$ cat src/rtl/mu0_pkg.sv
// Shared opcode and sequencer-state definitions for the MU0 decoder family.
package mu0_pkg;

  localparam int unsigned OP_W    = 4;
  localparam int unsigned NUM_OPS = 2 ** OP_W;

  localparam logic [OP_W-1:0] OP_LDA = 4'h0;
  localparam logic [OP_W-1:0] OP_STA = 4'h1;
  localparam logic [OP_W-1:0] OP_ADD = 4'h2;
  localparam logic [OP_W-1:0] OP_SUB = 4'h3;
  localparam logic [OP_W-1:0] OP_JMP = 4'h4;
  localparam logic [OP_W-1:0] OP_JMI = 4'h5;
  localparam logic [OP_W-1:0] OP_JEQ = 4'h6;
  localparam logic [OP_W-1:0] OP_STP = 4'h7;
  localparam logic [OP_W-1:0] OP_LDI = 4'h8;
  localparam logic [OP_W-1:0] OP_LSL = 4'h9;
  localparam logic [OP_W-1:0] OP_LSR = 4'hA;

  typedef enum logic [2:0] {
    ST_FETCH = 3'd0,
    ST_EXEC1 = 3'd1,
    ST_EXEC2 = 3'd2,
    ST_SHIFT = 3'd3,
    ST_HALT  = 3'd4
  } state_e;

endpackage

$ cat src/rtl/mu0_op_decode.sv
// Combinational one-hot opcode decode plus accumulator EQ/MI flags.
module mu0_op_decode
  import mu0_pkg::*;
#(
  parameter int unsigned DATA_W = 16
) (
  input  logic [OP_W-1:0]    opcode_i,
  input  logic [DATA_W-1:0]  acc_i,
  output logic [NUM_OPS-1:0] op_o,
  output logic               eq_o,
  output logic               mi_o,
  output logic               illegal_o
);

  always_comb begin
    op_o           = '0;
    op_o[opcode_i] = 1'b1;
  end

  assign eq_o      = (acc_i == '0);
  assign mi_o      = acc_i[DATA_W-1];
  // Everything above LSR is unassigned.
  assign illegal_o = (opcode_i > OP_LSR);

endmodule

$ cat src/rtl/mu0_seq_decoder.sv
// MU0 decoder with internal FETCH/EXEC1/EXEC2 sequencer, bit-serial shifts and sticky halt.
module mu0_seq_decoder
  import mu0_pkg::*;
#(
  parameter int unsigned DATA_W  = 16,
  parameter int unsigned SHAMT_W = 4
) (
  input  logic              CLK,
  input  logic              RESET,
  input  logic [DATA_W-1:0] IR,
  input  logic [DATA_W-1:0] ACC_OUT,
  output logic              FETCH,
  output logic              EXEC1,
  output logic              EXEC2,
  output logic              SHIFTING,
  output logic              HALTED,
  output logic              IR_LOAD,
  output logic              EXTRA,
  output logic              MUX1,
  output logic              MUX3,
  output logic              SLOAD,
  output logic              CNT_EN,
  output logic              WREN,
  output logic              SLOAD_ACC,
  output logic              SHIFT,
  output logic              ENABLE_ACC,
  output logic              ADD_SUB,
  output logic              MUX4,
  output logic              ILLEGAL
);

  state_e               state_q, state_d;
  logic [SHAMT_W-1:0]   cnt_q, cnt_d;
  logic [OP_W-1:0]      opcode;
  logic [SHAMT_W-1:0]   amt;
  logic [NUM_OPS-1:0]   op;
  logic                 eq, mi, illegal;
  logic                 is_lda, is_sta, is_add, is_sub, is_jmp, is_jmi, is_jeq;
  logic                 is_stp, is_ldi, is_lsl, is_lsr;
  logic                 take_jump, shift_zero;

  assign opcode = IR[DATA_W-1 -: OP_W];
  assign amt    = IR[SHAMT_W-1:0];

  logic unused_bits;
  assign unused_bits = ^{IR[DATA_W-OP_W-1:SHAMT_W], op[NUM_OPS-1:11]};

  mu0_op_decode #(
    .DATA_W (DATA_W)
  ) u_op_decode (
    .opcode_i  (opcode),
    .acc_i     (ACC_OUT),
    .op_o      (op),
    .eq_o      (eq),
    .mi_o      (mi),
    .illegal_o (illegal)
  );

  assign is_lda = op[OP_LDA];
  assign is_sta = op[OP_STA];
  assign is_add = op[OP_ADD];
  assign is_sub = op[OP_SUB];
  assign is_jmp = op[OP_JMP];
  assign is_jmi = op[OP_JMI];
  assign is_jeq = op[OP_JEQ];
  assign is_stp = op[OP_STP];
  assign is_ldi = op[OP_LDI];
  assign is_lsl = op[OP_LSL];
  assign is_lsr = op[OP_LSR];

  assign take_jump  = is_jmp | (is_jmi & mi) | (is_jeq & eq);
  assign shift_zero = (is_lsl | is_lsr) & (amt == '0);

  assign FETCH    = (state_q == ST_FETCH);
  assign EXEC1    = (state_q == ST_EXEC1);
  assign EXEC2    = (state_q == ST_EXEC2);
  assign SHIFTING = (state_q == ST_SHIFT);
  assign HALTED   = (state_q == ST_HALT);

  always_comb begin
    state_d    = state_q;
    cnt_d      = cnt_q;
    IR_LOAD    = 1'b0;
    EXTRA      = 1'b0;
    MUX1       = 1'b0;
    MUX3       = 1'b0;
    SLOAD      = 1'b0;
    CNT_EN     = 1'b0;
    WREN       = 1'b0;
    SLOAD_ACC  = 1'b0;
    SHIFT      = 1'b0;
    ENABLE_ACC = 1'b0;
    ADD_SUB    = 1'b0;
    MUX4       = 1'b0;
    ILLEGAL    = 1'b0;
    case (state_q)
      ST_FETCH: begin
        IR_LOAD = 1'b1;
        state_d = ST_EXEC1;
      end
      ST_EXEC1: begin
        EXTRA      = is_lda | is_add | is_sub;
        MUX1       = is_sta | is_lda | is_add | is_sub | take_jump;
        MUX3       = is_lda | is_ldi | is_add | is_sub;
        SLOAD      = take_jump;
        WREN       = is_sta;
        SLOAD_ACC  = is_ldi;
        ENABLE_ACC = is_ldi;
        CNT_EN     = is_ldi | is_sta | (is_jmi & ~mi) | (is_jeq & ~eq) | illegal | shift_zero;
        ADD_SUB    = is_add;
        ILLEGAL    = illegal;
        if (is_lda || is_add || is_sub) begin
          state_d = ST_EXEC2;
        end else if ((is_lsl || is_lsr) && !shift_zero) begin
          state_d = ST_SHIFT;
          cnt_d   = amt;
        end else if (is_stp) begin
          state_d = ST_HALT;
        end else begin
          state_d = ST_FETCH;
        end
      end
      ST_EXEC2: begin
        MUX1       = 1'b1;
        SLOAD_ACC  = 1'b1;
        ENABLE_ACC = 1'b1;
        CNT_EN     = 1'b1;
        MUX3       = is_lda;
        ADD_SUB    = is_add;
        state_d    = ST_FETCH;
      end
      ST_SHIFT: begin
        SHIFT      = 1'b1;
        ENABLE_ACC = 1'b1;
        MUX4       = is_lsr;
        cnt_d      = cnt_q - SHAMT_W'(1);
        // <=1 rather than ==1 so a corrupted zero count cannot wrap into a long shift.
        if (cnt_q <= SHAMT_W'(1)) begin
          CNT_EN  = 1'b1;
          state_d = ST_FETCH;
        end
      end
      ST_HALT: begin
        state_d = ST_HALT;
      end
      default: begin
        state_d = ST_FETCH;
      end
    endcase
  end

  always_ff @(posedge CLK) begin
    if (RESET) begin
      state_q <= ST_FETCH;
      cnt_q   <= '0;
    end else begin
      state_q <= state_d;
      cnt_q   <= cnt_d;
    end
  end

endmodule

$ cat config.mk
export PLATFORM = sky130hd
export DESIGN_NAME = mu0_seq_decoder
export DESIGN_NICKNAME = d
export VERILOG_FILES = /design/src/rtl/mu0_pkg.sv /design/src/rtl/mu0_op_decode.sv /design/src/rtl/mu0_seq_decoder.sv
export SDC_FILE = /design/constraint.sdc
export NUM_CORES = 1
export LEC_CHECK = 0
export CELL_PAD_IN_SITES_DETAIL_PLACEMENT = 1
export CELL_PAD_IN_SITES_GLOBAL_PLACEMENT = 1
export CORE_UTILIZATION = 23
export DETAILED_ROUTE_END_ITERATION = 8
export GPL_TIMING_DRIVEN = 0
export PLACE_DENSITY_LB_ADDON = 0.1
export SLEW_MARGIN = 10
export SYNTH_ARGS = -nofsm -noshare
export SYNTH_HDL_FRONTEND = slang
export SYNTH_SLANG_ARGS = --single-unit
$ cat constraint.sdc
create_clock -name CLK -period 3.75 [get_ports CLK]
set_clock_uncertainty 0.1 [all_clocks]
set_input_delay 0.75 -clock CLK [delete_from_list [all_inputs] [get_ports CLK]]
set_output_delay 0.75 -clock CLK [all_outputs]
set_load 0.02 [all_outputs]
* Yosys cells after proc, flatten, opt, wreduce, memory -nomap -nowiden
Cells that the tools add are included.
Operators by class: bitwise gates (word level) 24, $add $sub $neg 1, eq/ne operators 7, mux-type cells 24, reduce and logical (&&, ||, !) cells 13, magnitude comparators 4
Operators with widths (count):
- $or A1 B1 Y1 | 17
- $logic_not A16 Y1 | 1
- $mux W3 | 4
- $pmux W3 S4 | 1
- $mux W1 | 10
- $mux W4 | 2
- $pmux W1 S2 | 4
- $pmux W4 S2 | 1
- $eq A3 B2 Y1 const B | 2
- $and A1 B1 Y1 | 5
- $lt A4 B5 Y1 const B | 1
- $demux W1 S4 | 1
- $ge A4 B1 Y1 const B | 1
- $gt A4 B4 Y1 const B | 1
- $le A4 B1 Y1 const B | 1
- $logic_not A4 Y1 | 1
- $ne A2 B1 Y1 const B | 2
- $reduce_or A2 Y1 | 2
- $sub A4 B1 Y4 const B | 1
- $eq A3 B1 Y1 const B | 1
- $eq A3 B3 Y1 const B | 1
- $logic_not A3 Y1 | 1
- $logic_or A1 B1 Y1 | 3
- $pmux W1 S3 | 1
- 6 further kinds | 8
Storage, ports and cells: bits in registers 7, input bits 34

* Longest topological paths before layout
Gate-level depths: netlist of run 1.
word-level depth 11, gate-level depth with buffers 5

* Hierarchy
Synthesis of run 1 repeated with hierarchy kept, for this count alone.
Unflattened totals: cells, all modules 117, area total of the unflattened synthesis 852.1 um^2
By module, submodules not included:
- mu0_seq_decoder | instances 1, area each 691.9 um^2, cells each 87, seq. area each 140.1 um^2
- mu0_op_decode | instances 1, area each 160.2 um^2, cells each 30, seq. area each 0.0 um^2

* Worst setup path before layout of run 1
No wires, ideal clock.
path kind input port to output port, start point input port IR[13], end point output port ADD_SUB, arrival 2282 ps, setup slack 618 ps, data required time 2900 ps, cell stages on the path 3, cells stage by stage clkbuf_1 -> nand2b_1 -> a2111oi_0
On the way: cells in the longest elaborated chain, start to end 5, elaborated cells on any way between the ends 6, those cells by class 2 x order compare; 3 x mux; 1 x reduce/logical
Ends and longest elaborated chain:
- start, declared | line mu0_seq_decoder.sv:10 | input logic [DATA_W-1:0] IR,
- $lt A4 B5 Y1 (implied by the code) or $ge A4 B1 Y1 (tied branches) | line mu0_op_decode.sv:17 | op_o[opcode_i] = 1'b1;
- $logic_and A1 B1 Y1 (implied by the code) | line mu0_op_decode.sv:17
- $mux W1 (implied by the code) | line mu0_op_decode.sv:17
- $demux W1 S4 *
- $mux W1 * | line mu0_seq_decoder.sv:96 | case (state_q)
- end, declared | line mu0_seq_decoder.sv:27 | output logic ADD_SUB,
Mark *: on every way between the ends. The rest lies on a longest branch, timed or not.

* Final worst setup path of run 1
start point input port IR[12], end point output port ADD_SUB
The elaborated chain is that of the path after synthesis.

==> results of run 1 <==
state kept, by name, indices dropped and copies added, names as in the netlist:
register	cells
cnt_q	4
state_q	3
cells by family after synthesis:
logic type	Yosys count	synth area share
fa+ha+maj	2	0.0370
simple gates	42	0.361
flops	7	0.207
compound gates	28	0.298
buf+inv	15	0.0963
synthesized netlist by cell type, types with 2 or more instances:
| cell | number |
|---|---|
| a211oi_1 | 3 |
| a21oi_1 | 6 |
| a2bb2oi_1 | 2 |
| and3_1 | 2 |
| buf_4 | 2 |
| clkbuf_1 | 3 |
| dfxtp_1 | 7 |
| ha_1 | 2 |
| inv_1 | 9 |
| nand2_1 | 4 |
| nand2b_1 | 5 |
| nand3_1 | 4 |
| nand3b_1 | 2 |
| nand4_1 | 2 |
| nor2_1 | 5 |
| nor2b_1 | 4 |
| nor3_1 | 2 |
| nor4_1 | 6 |
| o21ai_0 | 4 |
| or3b_1 | 2 |
layer usage:
| metal | vias to the layer above | wire length [um] |
|---|---|---|
| met5 | - | 0 |
| met4 | 0 | 10 |
| li1 | 445 | - |
| met3 | 2 | 90 |
| met1 | 415 | 1110 |
| met2 | 22 | 1210 |
final cells by class:
type                            instances  share of cell area
Buffer                                  6              0.0267
Clock buffer                            4              0.0225
Inverter                                9              0.0289
Multi-Input combinational cell         72               0.407
Sequential cell                         7               0.120
Tap cell                               31              0.0332
Timing Repair Buffer                   42               0.361
worst min-delay path: cells and delay by family (launching register included):
kind / cells / cell delay (ps)
DFF: 1 / 330
and+or+nand+nor: 1 / 70
AOI/OAI and AO/OA: 1 / 60
worst min-delay path by stage:
stage,startpoint,slack (ps),end
final,cnt_q[3],410,cnt_q[3]
after floorplan,cnt_q[3],350,cnt_q[3]
after global routing,cnt_q[2],440,cnt_q[2]
after detailed placement,cnt_q[3],390,cnt_q[3]
after global placement,cnt_q[3],380,cnt_q[3]
after CTS,cnt_q[3],410,cnt_q[3]
where the power goes:
part | total, uW | switching, uW | leakage (uW) | internal, uW
registers | 81.5 | 3.88 | 0.0000569 | 77.6
logic | 105 | 48.9 | 0.000395 | 56.2
clock network | 70.8 | 30.1 | 0.0000150 | 40.7
total | 257 | 82.8 | 0.000467 | 175
repair_timing:
item / 4_1_cts / 5_1_grt
hold buffers: 0 / 0
pin swaps: 0 / 0
endpoints found under the setup margin: 1 / 1
cloned: 0 / 0
gates resized for setup: 1 / 2
through the flow:
stage                     hold WS [ps]  worst slack, ps  instance area [um^2]  power [uW]  utilization
after global placement             385            -74.4                  1130         187        0.408
after global routing               436             96.2                  1170         274        0.421
after detailed placement           388            -83.6                  1130         188        0.408
after floorplan                    351              618                   676         132            -
after CTS                          409             18.9                  1170         263        0.420
final                              409              153                  1170         257        0.421
==> impl_metrics.csv, run 1 <==
group,metric,value,unit
cts,clkLatencyLatePin,260,ps
cts,clock_tree.buffer_depth,2,
timing,rsz0062_at_grt,"false",
timing,min_period,3600,ps
place,place_congestion,0.797,
worst_setup_path,end_kind,"output pin",
worst_setup_path,worstSetupPathType,"in -> out",
worst_setup_path,reg2reg_slack,1760,ps
route,wl,2430,um
global_routing,top_usage_layer,"met2",
final_layout,regArea,140,um^2
cts,cts_made_buffers,3,
final_layout,finalNonFillerCells,171,
worst_setup_path,cp-start-kind,"primary input",
final_layout,multiInputGateArea,477,um^2
cts,clk_pin_slew,50,ps
global_routing,antenna_found_initial,0,
place,dpl.hpwl,1990,um
worst_setup_path,path_cells,"clkdlybuf4s50_1 -> nand2b_1 -> a2111oi_0 -> clkdlybuf4s50_1",
route,avgRoutedWirePerCell,14.2,um
final_layout,layout_commonest_cell,"clkdlybuf4s50_1",
synthesis,async_reset_ff_frac,0,
worst_setup_path,crit_arrival,2750,ps
pwr,leakage,0.000467,uW
synthesis,netlist_area,676,um^2
timing,finalCritPeriodShare,0.959,
cts,htree_levels,1,
synthesis,yosysTopAreaCellShare,0.207,
floorplan,die_height,56.2,um
cts,clock-root-buffer,"clkbuf_4",
place,port_buffers,42,
final_layout,nets,177,
final_layout,fillers,355,
route,firstDrtPassIters,3,
synthesis,ys_seq_area_frac,0.207,
pwr,ir_drop,0.217,mV
synthesis,synth_area_leaders,"dfxtp_1 (21%), nor4_1 (5.6%), inv_1 (5.0%)",
cts,cts_tree,"done",
floorplan,io_pins,52,
global_routing,grt_pass1_vias,937,
route,drt_iter0_markers,25,
floorplan,die_area,3160,um^2
flow_run,maxCapViolations,0,
route,via_per_inst,5.17,
hold_path,min-delay-path-class,"reg -> reg",
synthesis,synth_cell_types,38,
worst_setup_path,reg2reg_from,"state_q[0]",
synthesis,synthCells,94,
synthesis,ys_seq_elements,7,
worst_setup_path,crit_buf_inv,2,
synthesis,synth_warnings,0,
cts,clkSinkCount,7,
final_layout,diodes,0,
synthesis,avgSynthCellArea,7.19,um^2
hold_path,whs_path_depth,2,
synthesis,syn-num-nets,130,
route,drc_errors,0,
floorplan,die-width,56.2,um
worst_setup_path,crit_start,"IR[12]",
global_routing,grt_pass1_wl,4060,um
worst_setup_path,slowest_stage,"clkdlybuf4s50_1",
timing,fin_tns_setup,0,ps
final_layout,area_delta_synth_final,73.1,%
cts,cts_setup_buffers,0,
worst_setup_path,worst-r2r-cell-count,5,
worst_setup_path,cpMostUsedCell,"clkdlybuf4s50_1",
global_routing,gr-usage-met2,0.279,
worst_setup_path,path_max_fanout,7,
floorplan,start_util,0.243,
global_routing,grt_util_met3,0.0535,
timing,slew_headroom,0.702,
worst_setup_path,cpPeakStageDelay,690,ps
place,post-place-cells,167,
global_routing,grt_max_degree,11,
timing,worst_pin_slew,436,ps
route,vias,884,
route,ant_nets,0,
timing,fmax,278,MHz
timing,drv_slew,0,
floorplan,core,2780,um^2
run_status,status,"complete, no violations",
global_routing,grt_use_met1,0.197,
final_layout,final_cell_mix,"clkdlybuf4s50_1 (41), inv_1 (9), dfxtp_1 (7)",
pwr,p_per_area,220,nW/um^2
floorplan,rows,19,
final_layout,drive_above_1_share,0.0643,
synthesis,synth-main-ff-cell,"dfxtp_1",
timing,finalSetupViolCount,0,
synthesis,synth_edf_count,0,
global_routing,gr-usage-all-layers,0.162,
synthesis,yosys.area.top_type,"dfxtp_1",
worst_setup_path,crit_cells,4,
worst_setup_path,cp-endpoint,"ADD_SUB",
worst_setup_path,cp.required,2900,ps
global_routing,grt_remaining_overflow,0,
worst_setup_path,r2r_end,"cnt_q[1]",
worst_setup_path,cpLargestDelayFamily,"buffers and inverters",
timing,hold_violations,0,
Power figures use the tool's default switching activity.
==> run 2, diff against run 1 <==
Settings changed: CAP_MARGIN set to 25.
==> results of run 2 <==
No change in the layout: final DEF, timing and power equal those of run 1.
==> run 3, diff against run 2 <==
Settings changed: CORE_UTILIZATION 23 to 41, DONT_BUFFER_PORTS set to 1.
==> run 3 against run 2 <==
Cell count is 33% lower. Largest cell class unchanged. Design area fell by 38%. Worst setup slack gained 500 ps. Maximum frequency up 16%. Power fell by 17%. Die area fell by 43%. Sequential power barely moved. Sequential cell count unchanged.
==> impl_metrics.csv, run 3 (synthesized netlist as in run 1, its figures left out) <==
group,metric,value,unit
run_status,status,"complete, no violations",
global_routing,grt_pass1_wl,3110,um
final_layout,largest_register,"cnt_q",
cts,clk_pin_slew,60,ps
global_routing,grt_remaining_overflow,0,
worst_setup_path,path_cells,"clkbuf_1 -> nand2b_1 -> a2111oi_1",
floorplan,io_pins,52,
floorplan,die_height,42.6,um
floorplan,die_area,1810,um^2
final_layout,fillers,211,
pwr,p_per_area,294,nW/um^2
worst_setup_path,cpPeakStageDelay,970,ps
floorplan,rows,14,
cts,clock-root-buffer,"clkbuf_4",
cts,clkLatencyLatePin,260,ps
route,drc_errors,0,
floorplan,die-width,42.6,um
pwr,leakage,0.000294,uW
floorplan,core,1520,um^2
floorplan,start_util,0.443,
cts,cts_made_buffers,3,
worst_setup_path,end_kind,"output pin",
final_layout,top_regs,"cnt_q x4, state_q x3",
final_layout,diodes,0,
timing,hold_slack,399,ps
timing,fin_tns_setup,0,ps
cts,cts_tree,"done",
final_layout,final_cell_mix,"inv_1 (9), dfxtp_1 (7), nor4_1 (6), a21oi_1 (6)",
route,firstDrtPassIters,4,
final_layout,layout_commonest_cell,"inv_1",
hold_path,min-delay-path-class,"reg -> reg",
cts,clock_tree.buffer_depth,2,
final_layout,largest_reg_flops,4,
place,place_congestion,0.838,
cts,clkSinkCount,7,
global_routing,grt_pass1_vias,706,
route,wl,2020,um
global_routing,antenna_found_initial,0,
worst_setup_path,crit_arrival,2250,ps
global_routing,grt_max_degree,11,
worst_setup_path,slowest_stage,"a2111oi_1",
place,port_buffers,0,
flow_run,maxCapViolations,0,
timing,fmax,323,MHz
worst_setup_path,worstSetupPathType,"in -> out",
global_routing,gr-usage-all-layers,0.227,
route,avgRoutedWirePerCell,17.7,um
final_layout,nets,135,
timing,worst_pin_slew,1050,ps
worst_setup_path,cp.required,2900,ps
cts,htree_levels,1,
route,ant_nets,0,
place,dpl.hpwl,1540,um
timing,min_period,3100,ps
worst_setup_path,path_max_fanout,10,
timing,drv_slew,0,
worst_setup_path,cp-start-kind,"primary input",
pwr,power,212,uW
timing,hold_violations,0,
timing,finalSetupViolCount,0,
route,via_per_inst,6.66,
final_layout,area_delta_synth_final,7.04,%
cts,cts_setup_buffers,0,
route,vias,759,
route,drt_iter0_markers,18,
timing,finalCritPeriodShare,0.826,
timing,rsz0062_at_grt,"false",
cts,postCtsHoldBufs,0,
cts,postCtsResizedCells,0,
final_layout,drive_above_1_share,0.0816,
pwr,ir_drop,0.204,mV
timing,slew_headroom,0.295,
[run 3: cell count changes in the layout (fill, tap and decap cells not counted)]
cell / before / now
buf_1: 1 / 0
clkbuf_1: 3 / 4
clkdlybuf4s50_1: 41 / 0
nor4_1: 5 / 6
nor4_2: 1 / 0
dlymetal6s2s_1: 1 / 0
a2111oi_0: 1 / 0
a2111oi_1: 0 / 1
[run 3: metrics by stage]
stage	area [um^2]	std cells	setup WS (ps)	util
after floorplan	676	94	618	-
after global placement	696	110	434	0.456
after detailed placement	697	110	680	0.457
after CTS	723	114	677	0.475
after global routing	723	114	530	0.475
final	723	114	652	0.475
[run 3: power by group]
group	switching, uW	leakage [uW]	internal [uW]	total (uW)
sequential	4.22	0.0000569	77.6	81.8
combinational	39.1	0.000222	19.4	58.5
clock	31.3	0.0000150	40.8	72.1
total	74.7	0.000294	138	212
[run 3: critical path: cells and delay by family]
kind / cells / cell delay, ps
AO/OA/AOI/OAI: 1 / 970
buffers and inverters: 1 / 310
AND/OR/NAND/NOR: 1 / 210
[run 3: final cells by class]
| cell class | instances | area (um^2) | area share |
|---|---|---|---|
| inverter | 9 | 33.8 | 0.0467 |
| tap | 16 | 20.0 | 0.0277 |
| multi-input combinational | 72 | 472 | 0.652 |
| sequential | 7 | 140 | 0.194 |
| buffer | 6 | 31.3 | 0.0433 |
| clock buffer | 4 | 26.3 | 0.0363 |
[run 3: path summary, 6_finish.rpt]
path / cells past startpoint / end / slack (ps) / from
min reg2reg: 2 / cnt_q[2] / 400 / cnt_q[2]
max reg2reg: 5 / cnt_q[1] / 1730 / state_q[0]
max: 3 / ADD_SUB / 650 / IR[13]
min: 2 / cnt_q[2] / 400 / cnt_q[2]
[run 3: per-layer routing]
metal,GRT usage,vias up,part of all wire
li1,-,360,-
met1,0.287,358,0.44
met2,0.363,41,0.47
met3,0.0991,0,0.089
met4,0.0375,0,0
met5,0,-,0
==> RTL change (settings of run 1) <==
Change the parameter `SHAMT_W` from 4 to 6.
--- a/src/rtl/mu0_seq_decoder.sv
+++ b/src/rtl/mu0_seq_decoder.sv
@@ -3,7 +3,7 @@
   import mu0_pkg::*;
 #(
   parameter int unsigned DATA_W  = 16,
-  parameter int unsigned SHAMT_W = 4
+  parameter int unsigned SHAMT_W = 6
 ) (
   input  logic              CLK,
   input  logic              RESET,
Check against the original RTL: not equivalent (Yosys sat finds a counterexample within 4 cycles, from zero or initial values and one cycle with RESET high).
==> RTL change against run 1 <==
Sequential share of layout area up 0.31 points; combinational power up 31%; clock power up 64%; total power up 40%; cell area up 25%; cell count up 30%; worst setup slack worse by 0.027 ns; sequential cell count up 2; first-iteration DRC count up 52%; routed wire length up 40%; global-route usage up 0.29 points; non-clock buffer count up 3; synthesized area up 39%; critical endpoint is now CNT_EN.
==> RTL change: results (changes against run 1) <==
| Metric | Value |
|---|---|
| Outcome | `finished clean` |
| CP max-delay cell | `or4_4` |
| Worst r2r dst | `cnt_q[5]` |
| Reg2reg setup slack | `1.88 ns (+0.12 ns)` |
| GR Layer Usage met3 | `3.10% (-2.2 points)` |
| Met2 routed WL | `1.67 mm (+38%)` |
| Initial DRC Count | `38 (+52%)` |
| Filler cells | `469 (+32%)` |
| CP Launch Point | `IR[0]` |
| HPWL Detailed | `2.74 mm (+38%)` |
| Setup crit end | `CNT_EN` |
| Layout cells sized above 1 | `11.5% (+5.1 points)` |
| Slew Limit Headroom | `68.8% (-1.4 points)` |
| Netlist cell types | `51 (+34%)` |
| P_leak | `0.534 nW (+14%)` |
| Root Buffer | `clkbuf_8` |
| M1 WL | `1.59 mm (+43%)` |
| Min-Delay Startpoint | `cnt_q[5]` |
| Xor and xnor fraction of the mapped netlist area | `2.79% (+2.8 points)` |
| Syn_nets | `164 (+26%)` |
| Router iterations before antenna repair | `4 (+1)` |
| Postcts setup bufs | `0 (unchanged)` |
| VDD IR max | `0.157 mV (-28%)` |
| Worst EP arrival | `2.77 ns (+0.02 ns)` |
| Pre-CTS setup slack | `-0.204 ns (-0.120 ns)` |
| WL final | `3.38 mm (+40%)` |
| Final Critical Period | `3.62 ns (+0.0270 ns)` |
| Final hold slack | `0.416 ns (+0.00692 ns)` |
| Worst Path Max Fanout | `8 (+1)` |
| Clock latency on the worst-skew pair | `0.23 ns (-0.03 ns)` |
| Top cells by area, synth | `dfxtp_1, nor2_1, a31oi_1, nand2_1, nor4_1` |
| NumNets Final | `211 (+19%)` |
| Placer Congestion | `0.769 (-3.5%)` |
| Count leader, synth | `nor2_1` |
| First-pass GRT wire length | `5.53 mm (+36%)` |
| R2r startpoint | `state_q[2]` |
| Vias per cell | `5.14 (-0.58%)` |
| GR Layer Usage met2 | `29.2% (+1.3 points)` |
| Number of global-route vias before repair | `1,187 (+27%)` |
| Adder-cell share of the synthesized area | `2.66% (-1.0 points)` |
| Met1 usage | `21.2% (+1.5 points)` |
| Met3 WL post-DR | `113 um (+26%)` |
## RTL change: area by class of cell
| cell class | count | share of cell area, % |
|---|---|---|
| inverters | 7 | 1.88 |
| clock buffers | 4 | 3.07 |
| multi-input cells | 103 | 45.8 |
| plain buffers | 9 | 4.27 |
| flip-flops and latches | 9 | 12.3 |
| well taps | 48 | 4.10 |
| repair buffers | 42 | 28.6 |
## RTL change: per-stage QoR
step	cell area [um^2]	cells	power [mW]	utilization [%]
6_report	1470	222	0.359	38.6
5_1_grt	1470	222	0.382	38.6
4_1_cts	1470	222	0.362	38.6
3_5_place_dp	1420	218	0.246	37.5
3_3_place_gp	1420	218	0.244	37.5
2_1_floorplan	942	128	0.182	-
## RTL change: where the power goes
part / switching (mW) / internal [mW] / total, mW
registers: 0.00537 / 0.100 / 0.106
logic: 0.0690 / 0.0686 / 0.138
clock network: 0.0415 / 0.0744 / 0.116
## RTL change: tightest hold or removal path: stages (launching register included)
cell,delay (ns)
dfxtp_1,0.33
o311ai_1,0.08
a21oi_1,0.06
